### src/rtl/reg_file_dump_reader.sv
// Walks a programmed register range through the register-file read port and
// streams each register's contents with its index over a valid/ready interface.
module reg_file_dump_reader #(
  parameter int unsigned N      = 32,
  parameter int unsigned ADDR_W = 5
) (
  input  logic              clk,
  input  logic              reset,
  input  logic              start,
  input  logic              abort,
  input  logic [ADDR_W-1:0] first_reg,
  input  logic [ADDR_W-1:0] last_reg,
  output logic [ADDR_W-1:0] rd_addr,
  input  logic [N-1:0]      rd_data,
  output logic              out_valid,
  input  logic              out_ready,
  output logic [N-1:0]      out_data,
  output logic [ADDR_W-1:0] out_index,
  output logic              out_last,
  output logic              busy,
  output logic              done,
  output logic              err
);

  typedef enum logic [1:0] {
    IDLE,
    FETCH,
    SEND
  } state_e;

  state_e            state_q, state_d;
  logic [ADDR_W-1:0] ptr_q, ptr_d;
  logic [ADDR_W-1:0] last_q, last_d;
  logic [ADDR_W-1:0] rd_addr_q, rd_addr_d;
  logic              out_valid_q, out_valid_d;
  logic [N-1:0]      out_data_q, out_data_d;
  logic [ADDR_W-1:0] out_index_q, out_index_d;
  logic              out_last_q, out_last_d;
  logic              done_q, done_d;
  logic              err_q, err_d;

  always_comb begin
    state_d     = state_q;
    ptr_d       = ptr_q;
    last_d      = last_q;
    rd_addr_d   = rd_addr_q;
    out_valid_d = out_valid_q;
    out_data_d  = out_data_q;
    out_index_d = out_index_q;
    out_last_d  = out_last_q;
    done_d      = 1'b0;
    err_d       = 1'b0;

    case (state_q)
      IDLE: begin
        if (start) begin
          if (first_reg <= last_reg) begin
            last_d    = last_reg;
            ptr_d     = first_reg;
            rd_addr_d = first_reg;
            state_d   = FETCH;
          end else begin
            err_d = 1'b1;
          end
        end
      end
      FETCH: begin
        out_data_d  = rd_data;
        out_index_d = ptr_q;
        out_last_d  = (ptr_q == last_q);
        out_valid_d = 1'b1;
        state_d     = SEND;
      end
      SEND: begin
        if (out_ready) begin
          out_valid_d = 1'b0;
          // Stopping on out_last keeps ptr from ever stepping past last_q,
          // so a range ending at the top register cannot wrap.
          if (out_last_q) begin
            done_d  = 1'b1;
            state_d = IDLE;
          end else begin
            ptr_d     = ptr_q + 1'b1;
            rd_addr_d = ptr_q + 1'b1;
            state_d   = FETCH;
          end
        end
      end
      default: state_d = IDLE;
    endcase

    // Abort overrides any handshake completing in the same cycle.
    if (abort && (state_q != IDLE)) begin
      state_d     = IDLE;
      out_valid_d = 1'b0;
      done_d      = 1'b0;
    end
  end

  always_ff @(posedge clk or negedge reset) begin
    if (!reset) begin
      state_q     <= IDLE;
      ptr_q       <= '0;
      last_q      <= '0;
      rd_addr_q   <= '0;
      out_valid_q <= 1'b0;
      out_data_q  <= '0;
      out_index_q <= '0;
      out_last_q  <= 1'b0;
      done_q      <= 1'b0;
      err_q       <= 1'b0;
    end else begin
      state_q     <= state_d;
      ptr_q       <= ptr_d;
      last_q      <= last_d;
      rd_addr_q   <= rd_addr_d;
      out_valid_q <= out_valid_d;
      out_data_q  <= out_data_d;
      out_index_q <= out_index_d;
      out_last_q  <= out_last_d;
      done_q      <= done_d;
      err_q       <= err_d;
    end
  end

  assign rd_addr   = rd_addr_q;
  assign out_valid = out_valid_q;
  assign out_data  = out_data_q;
  assign out_index = out_index_q;
  assign out_last  = out_last_q;
  assign busy      = (state_q != IDLE);
  assign done      = done_q;
  assign err       = err_q;

endmodule

### config.mk
export PLATFORM = sky130hd
export DESIGN_NAME = reg_file_dump_reader
export DESIGN_NICKNAME = d
export VERILOG_FILES = /design/src/rtl/reg_file_dump_reader.sv
export SDC_FILE = /design/constraint.sdc
export NUM_CORES = 1
export LEC_CHECK = 0
export ABC_AREA = 1
export BUFFER_PORTS_ARGS = -buffer_cell sky130_fd_sc_hd__buf_2
export CAP_MARGIN = 20
export CORE_ASPECT_RATIO = 0.5
export CORE_MARGIN = 2
export CORE_UTILIZATION = 50
export CTS_BUF_LIST = sky130_fd_sc_hd__clkbuf_8
export CTS_CLUSTER_DIAMETER = 50
export DETAILED_ROUTE_END_ITERATION = 12
export PLACE_DENSITY = 0.82
export SYNTH_ARGS = -nofsm -noshare
export SYNTH_HDL_FRONTEND = slang
export SYNTH_SLANG_ARGS = --single-unit
### constraint.sdc
create_clock -name clk -period 1.3 [get_ports clk]
set_input_delay 0.39 -clock clk [delete_from_list [all_inputs] [get_ports clk]]
set_output_delay 0.39 -clock clk [all_outputs]
set_load 0.05 [all_outputs]
==> impl_metrics.yaml, run 1 <==
die:
  io_pins: 94
  die_height_um: 53.0
  die_x_um: 102
  dieArea_um2: 5410
  rows: 17
  initial_core_util_pct: 53.3
  core_area_um2: 4510
clocking:
  clk_latency_ns: 0.30
  cts_buffers: 5
  clockBufferDepth: 2
  clk_pin_slew_ns: 0.10
  cts_tree: "built"
  root_buffer: "clkbuf_8"
  cts_sinks: 53
  htree_levels: 2
yosys:
  yosys.area.top_type: "dfrtp_1"
  yosysWarningCount: 0
  syn_inst: 291
  synthesis.nets: 344
  synth_area_leaders: "dfrtp_1 (55%), nand2_1 (23%), ha_1 (3.1%)"
  synth_seq_cells: 53
  mappedNetlistArea_um2: 2400
  postSynthAreaPerCell_um2: 8.26
  synth_cell_types: 22
  yosysSeqAreaShare_pct: 55.2
  yosys.area.top_type_share_pct: 55.2
placement:
  placed_cell_area_um2: 3170
  place_congestion: 0.774
  dp_hpwl_um: 4140
  portBuffers: 93
status:
  status: "complete, but fails checks"
  violations: "setup timing"
routing:
  firstDrtPassIters: 4
  finalWirelength_um: 6540
  post-route-drc-count: 0
  viasPerCell: 4.93
  vias: 2381
  routedWlPerCell_um: 13.5
  drt_iter0_markers: 85
  drtAntennaViolNets: 0
critical_path:
  critPathRequiredTime_ns: 0.91
  path_class: "flop to output port"
  r2r-end: "rd_addr[4]$_DFFE_PN0P_"
  start_kind: "flop"
  rr_worst_depth: 8
  cp-end-kind: "output port"
  reg2reg_slack_ns: -0.13
  critPathArrivalTime_ns: 1.08
  cp_max_fo: 2
  r2r_start: "state_q[1]$_DFFE_PN0P_"
pwr:
  total_power_w: 0.0112
  p_per_area_nw_per_um2: 2990
  irDropWorstVdd_mv: 1.44
  power_leakage_nw: 2.05
grt:
  grt_pass1_vias: 2330
  antenna_found_initial: 0
  grt_start_max_net_pins: 54
  grt_pass1_wl_um: 9930
  grt_usage_pct: 23.8
  grt.overflow.total: 0
layout:
  fillers: 256
  final_layout_size_suffix_gt1_share_pct: 41.5
  antenna_cells: 0
  final_nets: 469
  design_area_um2: 3750
  post-route-util_pct: 83.2
  area_growth_pct: 56.2
sta:
  max_freq_mhz: 682
  relSlewSlack_pct: 81.8
  worst_pin_slew_ns: 0.273
  timing.final.crit_share_pct: 113
  skew_ns: 0.00404
  hold_violations: 0
  setup_ws_ns: -0.165
  fin_crit_ns: 1.47
  drv_slew: 0
  setup_viol: 8
  grt_setup_unrepaired: "yes"
min_path:
  hold_path.class: "input port to async pin"
run:
  drv_cap: 0
==> repair_timing <==
action                                  CTS  global route
pin swaps                                 4             6
hold buffers                              0             0
resized for setup                        57            54
buffers inserted                         11             6
endpoints found under the hold margin     0             0
endpoints found under the setup margin   54            85
==> cell usage after synthesis (all sizes together) <==
library cell,number
nand2,152
a21oi,3
xor2,1
nand4,5
dfrtp,53
nand3,13
ha,6
nor3,1
o22ai,3
inv,21
xnor2,1
nor2,9
o21ai,15
buf,8
==> logic make-up (layout without fill, tap and decap cells) <==
| logic type | after synthesis | after routing | synth area share, % |
|---|---|---|---|
| AO/OA/AOI/OAI | 21 | 21 | 5.10 |
| XOR/XNOR | 2 | 2 | 0.729 |
| adder cells (fa/ha/maj) | 6 | 6 | 3.12 |
| buffers and inverters | 29 | 155 | 5.36 |
| flip-flops | 53 | 53 | 55.2 |
| AND/OR/NAND/NOR | 180 | 180 | 30.5 |
==> report_power, final <==
| group | total [W] | switching, W | leakage [nW] | internal (W) |
|---|---|---|---|---|
| clock network | 0.00118 | 0.000556 | 0.0574 | 0.000627 |
| registers | 0.00305 | 0.000616 | 0.654 | 0.00244 |
| logic | 0.00698 | 0.00449 | 1.34 | 0.00249 |
| total | 0.0112 | 0.00566 | 2.05 | 0.00556 |
==> worst max-delay path, stage by stage (launching register included) <==
cell	delay, ns
dfrtp_2	0.44
nor2_4	0.15
inv_4	0.05
buf_8	0.14
==> layer usage <==
layer,vias up,part of all wire (%),GRT usage [%]
li1,1157,-,-
met1,1132,41,26.7
met2,84,52,45.5
met3,8,5.3,5.55
met4,0,0.99,7.78
met5,-,0,0
==> cell type report <==
| cell class | count | area [µm²] | share of cell area (%) |
|---|---|---|---|
| sequential | 53 | 1330 | 35.5 |
| multi-input combinational | 209 | 1100 | 29.3 |
| timing repair buffer | 126 | 1010 | 26.9 |
| inverter | 21 | 106 | 2.83 |
| clock buffer | 6 | 82.6 | 2.20 |
| tap | 66 | 82.6 | 2.20 |
| clock inverter | 2 | 37.5 | 1.00 |
==> worst max-delay path by stage <==
stage,startpoint,end,slack (ns),cells after the start
final,state_q[1]$_DFFE_PN0P_,busy,-0.17,3
after floorplan,last_reg[4],last_q[0]$_DFFE_PN0P_,-0.08,10
after global placement,last_reg[4],last_q[1]$_DFFE_PN0P_,-0.31,11
after global routing,state_q[1]$_DFFE_PN0P_,busy,-0.20,3
after detailed placement,last_reg[4],last_q[0]$_DFFE_PN0P_,-0.38,11
after CTS,state_q[0]$_DFFE_PN0P_,busy,-0.17,3
==> sequential cells by signal (all words and copies together), names as in the netlist <==
signal,flops
err,1
last_q,5
rd_addr,5
out_valid,1
state_q,2
out_last,1
out_index,5
done,1
out_data,32
==> through the flow <==
stage,hold slack (ns),setup TNS [ns],cells,setup WS (ns)
floorplan,0.0944,-0.755,291,-0.0806
global placement,0.396,-3.36,459,-0.312
detailed placement,0.409,-3.99,459,-0.378
CTS,0.0820,-0.645,478,-0.175
global route,0.0807,-1.29,483,-0.197
finish,0.0670,-0.784,483,-0.165
==> cells in the final DEF, fill, tap and decap left out, drive strengths merged, types with 5 or more instances in the layout <==
cell type | synthesis | layout
dfrtp | 53 | 53
nand4 | 5 | 5
nand3 | 13 | 13
buf | 8 | 126
ha | 6 | 6
inv | 21 | 21
clkbuf | 0 | 6
o21ai | 15 | 15
nand2 | 152 | 152
nor2 | 9 | 9
Note: power is estimated with default switching activity, not from simulation.
==> run 2, diff against run 1 <==
Settings changed: PLACE_DENSITY 0.82 to 0.79.
==> impl_metrics.yaml, run 2 (same netlist as run 1, synthesis figures left out) <==
min_path:
  hold_path.class: "input port to async pin"
placement:
  portBuffers: 93
  dp_hpwl_um: 4310
  place_congestion: 0.737
  placed_cell_area_um2: 3170
clocking:
  clk_pin_slew_ns: 0.10
  hold_buffers: 0
  cts_buffers: 5
  root_buffer: "clkbuf_8"
  cts_sinks: 53
  cts_tree: "built"
  htree_levels: 2
  clockBufferDepth: 2
  clk_latency_ns: 0.31
grt:
  grt.overflow.total: 0
  grt_pass1_vias: 2156
  grt_usage_pct: 24.0
  grt_pass1_wl_um: 9760
  grt_start_max_net_pins: 30
  antenna_found_initial: 0
run:
  drv_cap: 0
sta:
  grt_setup_unrepaired: "yes"
  setup_ws_ns: -0.211
  hold_violations: 0
  max_freq_mhz: 662
  worst_pin_slew_ns: 0.372
  relSlewSlack_pct: 75.2
  drv_slew: 0
  skew_ns: 0.00449
  fin_crit_ns: 1.51
  final.setup.tns_ns: -4.93
  timing.final.crit_share_pct: 116
  setup_viol: 44
layout:
  largest_reg_flops: 32
  design_area_um2: 3980
  post-route-util_pct: 88.3
  final_nets: 481
  fillers: 212
  final_layout_size_suffix_gt1_share_pct: 43.8
  antenna_cells: 0
  layout_common_cells: "nand2_1 (138), dfrtp_1 (49), buf_2 (45)"
  area_growth_pct: 65.7
  final_common_cell: "nand2_1"
status:
  status: "complete, but fails checks"
  violations: "setup timing"
die:
  dieArea_um2: 5410
  die_height_um: 53.0
  io_pins: 94
  initial_core_util_pct: 53.3
  die_x_um: 102
  core_area_um2: 4510
  rows: 17
critical_path:
  cp_max_fo: 5
  cpPeakStageDelay_ns: 0.44
  start_kind: "flop"
  cp_top_family: "buffers and inverters"
  crit_slowest_cell: "dfrtp_1"
  reg2reg_slack_ns: -0.21
  critPathRequiredTime_ns: 1.55
  critPathArrivalTime_ns: 1.76
  cp-end-kind: "flop"
  crit_chain: "buf_4, buf_4, inv_4, nand2_8, inv_8, o21ai_1, nor2_1, nand3_1, o21ai_1"
  critPathBufInv: 4
  path_class: "flop to flop"
routing:
  vias: 2538
  drtAntennaViolNets: 0
  drt_iter0_markers: 126
  firstDrtPassIters: 6
  finalWirelength_um: 7820
  post-route-drc-count: 0
  routedWlPerCell_um: 15.8
  viasPerCell: 5.13
pwr:
  irDropWorstVdd_mv: 1.35
  total_power_w: 0.0123
  power_leakage_nw: 2.16
  p_per_area_nw_per_um2: 3090
[run 2: cell count changes in the layout (fill, tap and decap cells not counted), moves of 3 or more]
cell	delta
clkbuf_16	+4
buf_4	+4
buf_6	+3
o21ai_0	-4
[run 2: routing by layer]
| layer | up-vias | GRT usage (%) | wire (µm) |
|---|---|---|---|
| met5 | - | 0 | 0 |
| met3 | 40 | 4.76 | 526 |
| met1 | 1177 | 28.3 | 3020 |
| met4 | 0 | 8.67 | 367 |
| li1 | 1191 | - | - |
| met2 | 130 | 44.3 | 3910 |
[run 2: area by class of cell]
| type | count | area, µm² | area share, % |
|---|---|---|---|
| Sequential cell | 53 | 1330 | 33.4 |
| Inverter | 21 | 111 | 2.80 |
| Clock inverter | 3 | 65.1 | 1.63 |
| Tap cell | 66 | 82.6 | 2.07 |
| Clock buffer | 5 | 68.8 | 1.73 |
| Multi-Input combinational cell | 209 | 1110 | 28.0 |
| Timing Repair Buffer | 138 | 1210 | 30.3 |
[run 2: final timing paths]
kind,endpoint,depth (start not counted),from
worst min-delay path,last_q[0]$_DFFE_PN0P_,2,reset
worst min register to register,out_data[22]$_DFFE_PN0N_,2,out_data[22]$_DFFE_PN0N_
max in group asynchronous,state_q[0]$_DFFE_PN0P_,2,reset
worst max-delay path,out_last$_DFFE_PN0N_,9,state_q[1]$_DFFE_PN0P_
worst max register to register,out_last$_DFFE_PN0N_,9,state_q[1]$_DFFE_PN0P_
min in group clk,out_data[4]$_DFFE_PN0N_,3,rd_data[4]
[run 2: stage by stage]
stage	instances	hold WS [ns]	setup slack [ns]
global route	495	0.0852	-0.274
global placement	461	0.399	-0.314
floorplan	291	0.0944	-0.0806
finish	495	0.0663	-0.211
CTS	480	0.0697	-0.169
detailed placement	461	0.400	-0.422
[run 2: power by group]
group          switching [W]  internal, W
registers           0.000632      0.00243
logic                0.00484      0.00306
clock network       0.000573     0.000765
[run 2: what timing repair did]
item	4_1_cts	5_1_grt
resized for setup	61	68
buffers inserted	11	13
setup endpoints to repair	56	92
pin swaps	4	10
gates cloned	0	5
[run 2: worst register-to-register path: stages, from the launching register on]
cell,delay (ns)
dfrtp_1,0.44
buf_4,0.16
buf_4,0.15
inv_4,0.08
nand2_8,0.09
inv_8,0.08
o21ai_1,0.08
nor2_1,0.15
nand3_1,0.12
o21ai_1,0.10
==> run 3, diff against run 2 <==
Settings changed: CORE_ASPECT_RATIO 0.5 to 0.8.
==> impl_metrics.yaml, run 3 (same netlist as run 1, synthesis figures left out) <==
sta:
  worst_pin_slew_ns: 0.280
  setup_viol: 8
  fin_crit_ns: 1.47
  skew_ns: 0.00481
  relSlewSlack_pct: 81.3
  holdWs_ns: 0.0581
  hold_violations: 0
  grt_setup_unrepaired: "yes"
  drv_slew: 0
  setup_ws_ns: -0.166
  timing.final.crit_share_pct: 113
  max_freq_mhz: 682
  final.setup.tns_ns: -0.243
die:
  io_pins: 94
  die_x_um: 81.5
  initial_core_util_pct: 52.3
  rows: 22
  die_height_um: 66.0
  core_area_um2: 4600
  dieArea_um2: 5380
routing:
  met3WireLength_um: 316
  met2_length_um: 3070
  vias: 2294
  drtAntennaViolNets: 0
  viasPerCell: 4.81
  drt_iter0_markers: 112
  firstDrtPassIters: 4
  post-route-drc-count: 0
  wirelength_met1_um: 2800
  top_layer_used: "met3"
  finalWirelength_um: 6190
  routedWlPerCell_um: 13.0
run:
  drv_cap: 0
critical_path:
  cpPeakStageDelay_ns: 0.44
  critPathRequiredTime_ns: 0.91
  critPathArrivalTime_ns: 1.08
  path_class: "flop to output port"
  rr_worst_depth: 7
  crit_chain: "nor2_4, inv_4, buf_8"
  cp_max_fo: 3
  start_kind: "flop"
  crit_slowest_cell: "dfrtp_2"
  cp-end-kind: "output port"
layout:
  largest_reg_flops: 32
  final_common_cell: "nand2_1"
  layout_common_cells: "nand2_1 (143), dfrtp_1 (47), buf_2 (46)"
  final_layout_size_suffix_gt1_share_pct: 41.2
  multiInputGateArea_um2: 1090
  final_nets: 469
  antenna_cells: 0
  seq_area_um2: 1330
  design_area_um2: 3750
  fillers: 318
  area_growth_pct: 55.9
status:
  status: "complete, but fails checks"
  violations: "setup timing"
grt:
  grt_pass1_vias: 2076
  grt_pass1_wl_um: 9320
  antenna_found_initial: 0
  grt.overflow.total: 0
  grt_usage_pct: 22.8
  grt_start_max_net_pins: 54
clocking:
  cts_tree: "built"
  root_buffer: "clkbuf_8"
  clk_latency_ns: 0.30
  cts_sinks: 53
  cts_buffers: 5
  clk_pin_slew_ns: 0.09
  clockBufferDepth: 2
  htree_levels: 2
  hold_buffers: 0
min_path:
  hold_path.class: "input port to async pin"
pwr:
  irDropWorstVdd_mv: 1.90
  total_power_w: 0.0111
  power_leakage_nw: 2.04
  p_seq_share_pct: 27.5
  p_sw_share_pct: 49.9
  intPower_w: 0.00557
  p_per_area_nw_per_um2: 2970
  netSwitchingPower_w: 0.00554
  pwr-share-clk_pct: 10.3
  combPwrFrac_pct: 62.2
placement:
  portBuffers: 93
  dp_hpwl_um: 4260
  dp_slack_ns: -0.362
  place_congestion: 0.831
  placed_cell_area_um2: 3160
## run 3: worst paths after layout
kind	to	from	slack [ns]
min reg2reg	out_index[1]$_DFFE_PN0N_	out_index[1]$_DFFE_PN0N_	0.50
max	busy	state_q[0]$_DFFE_PN0P_	-0.17
min	rd_addr[1]$_DFFE_PN0P_	reset	0.06
max reg2reg	rd_addr[1]$_DFFE_PN0P_	state_q[1]$_DFFE_PN0P_	-0.02
max in group asynchronous	state_q[0]$_DFFE_PN0P_	reset	0.98
min in group clk	out_data[27]$_DFFE_PN0N_	rd_data[27]	0.28
## run 3: timing repair
item	CTS	global route
endpoints found under the setup margin	53	80
buffers inserted	6	10
gates resized for setup	59	55
pin swaps	3	3
## run 3: power by group through the flow
| stage | Clock, W | Sequential, W | Combinational, W |
|---|---|---|---|
| global route | 0.00127 | 0.00313 | 0.00741 |
| finish | 0.00115 | 0.00306 | 0.00691 |
| floorplan | 0 | 0.00522 | 0.00190 |
| CTS | 0.00117 | 0.00294 | 0.00629 |
| global placement | 0 | 0.00294 | 0.00548 |
| detailed placement | 0 | 0.00296 | 0.00562 |
## run 3: cell type report
cell class / count / area share, %
flip-flops and latches: 53 / 35.6
multi-input cells: 209 / 29.2
repair buffers: 126 / 27.2
inverters: 21 / 2.84
clock buffers: 6 / 2.20
well taps: 60 / 2.00
clock inverters: 2 / 1.00
## run 3: critical path, delay by kind of cell, from the launching register on
family	cells	cell delay, ns
DFF	1	0.44
and+or+nand+nor	1	0.14
buffers and inverters	2	0.20
## run 3: through the flow
step           cells  util, %
3_3_place_gp     453     68.8
4_1_cts          467     75.7
6_report         477     81.5
3_5_place_dp     453     68.8
2_1_floorplan    291        -
5_1_grt          477     81.5
## run 3: layer usage
layer | track usage [%] | up-vias
li1 | - | 1160
met1 | 32.0 | 1060
met2 | 36.9 | 74
met3 | 5.60 | 0
met4 | 2.75 | 0
met5 | 0 | -
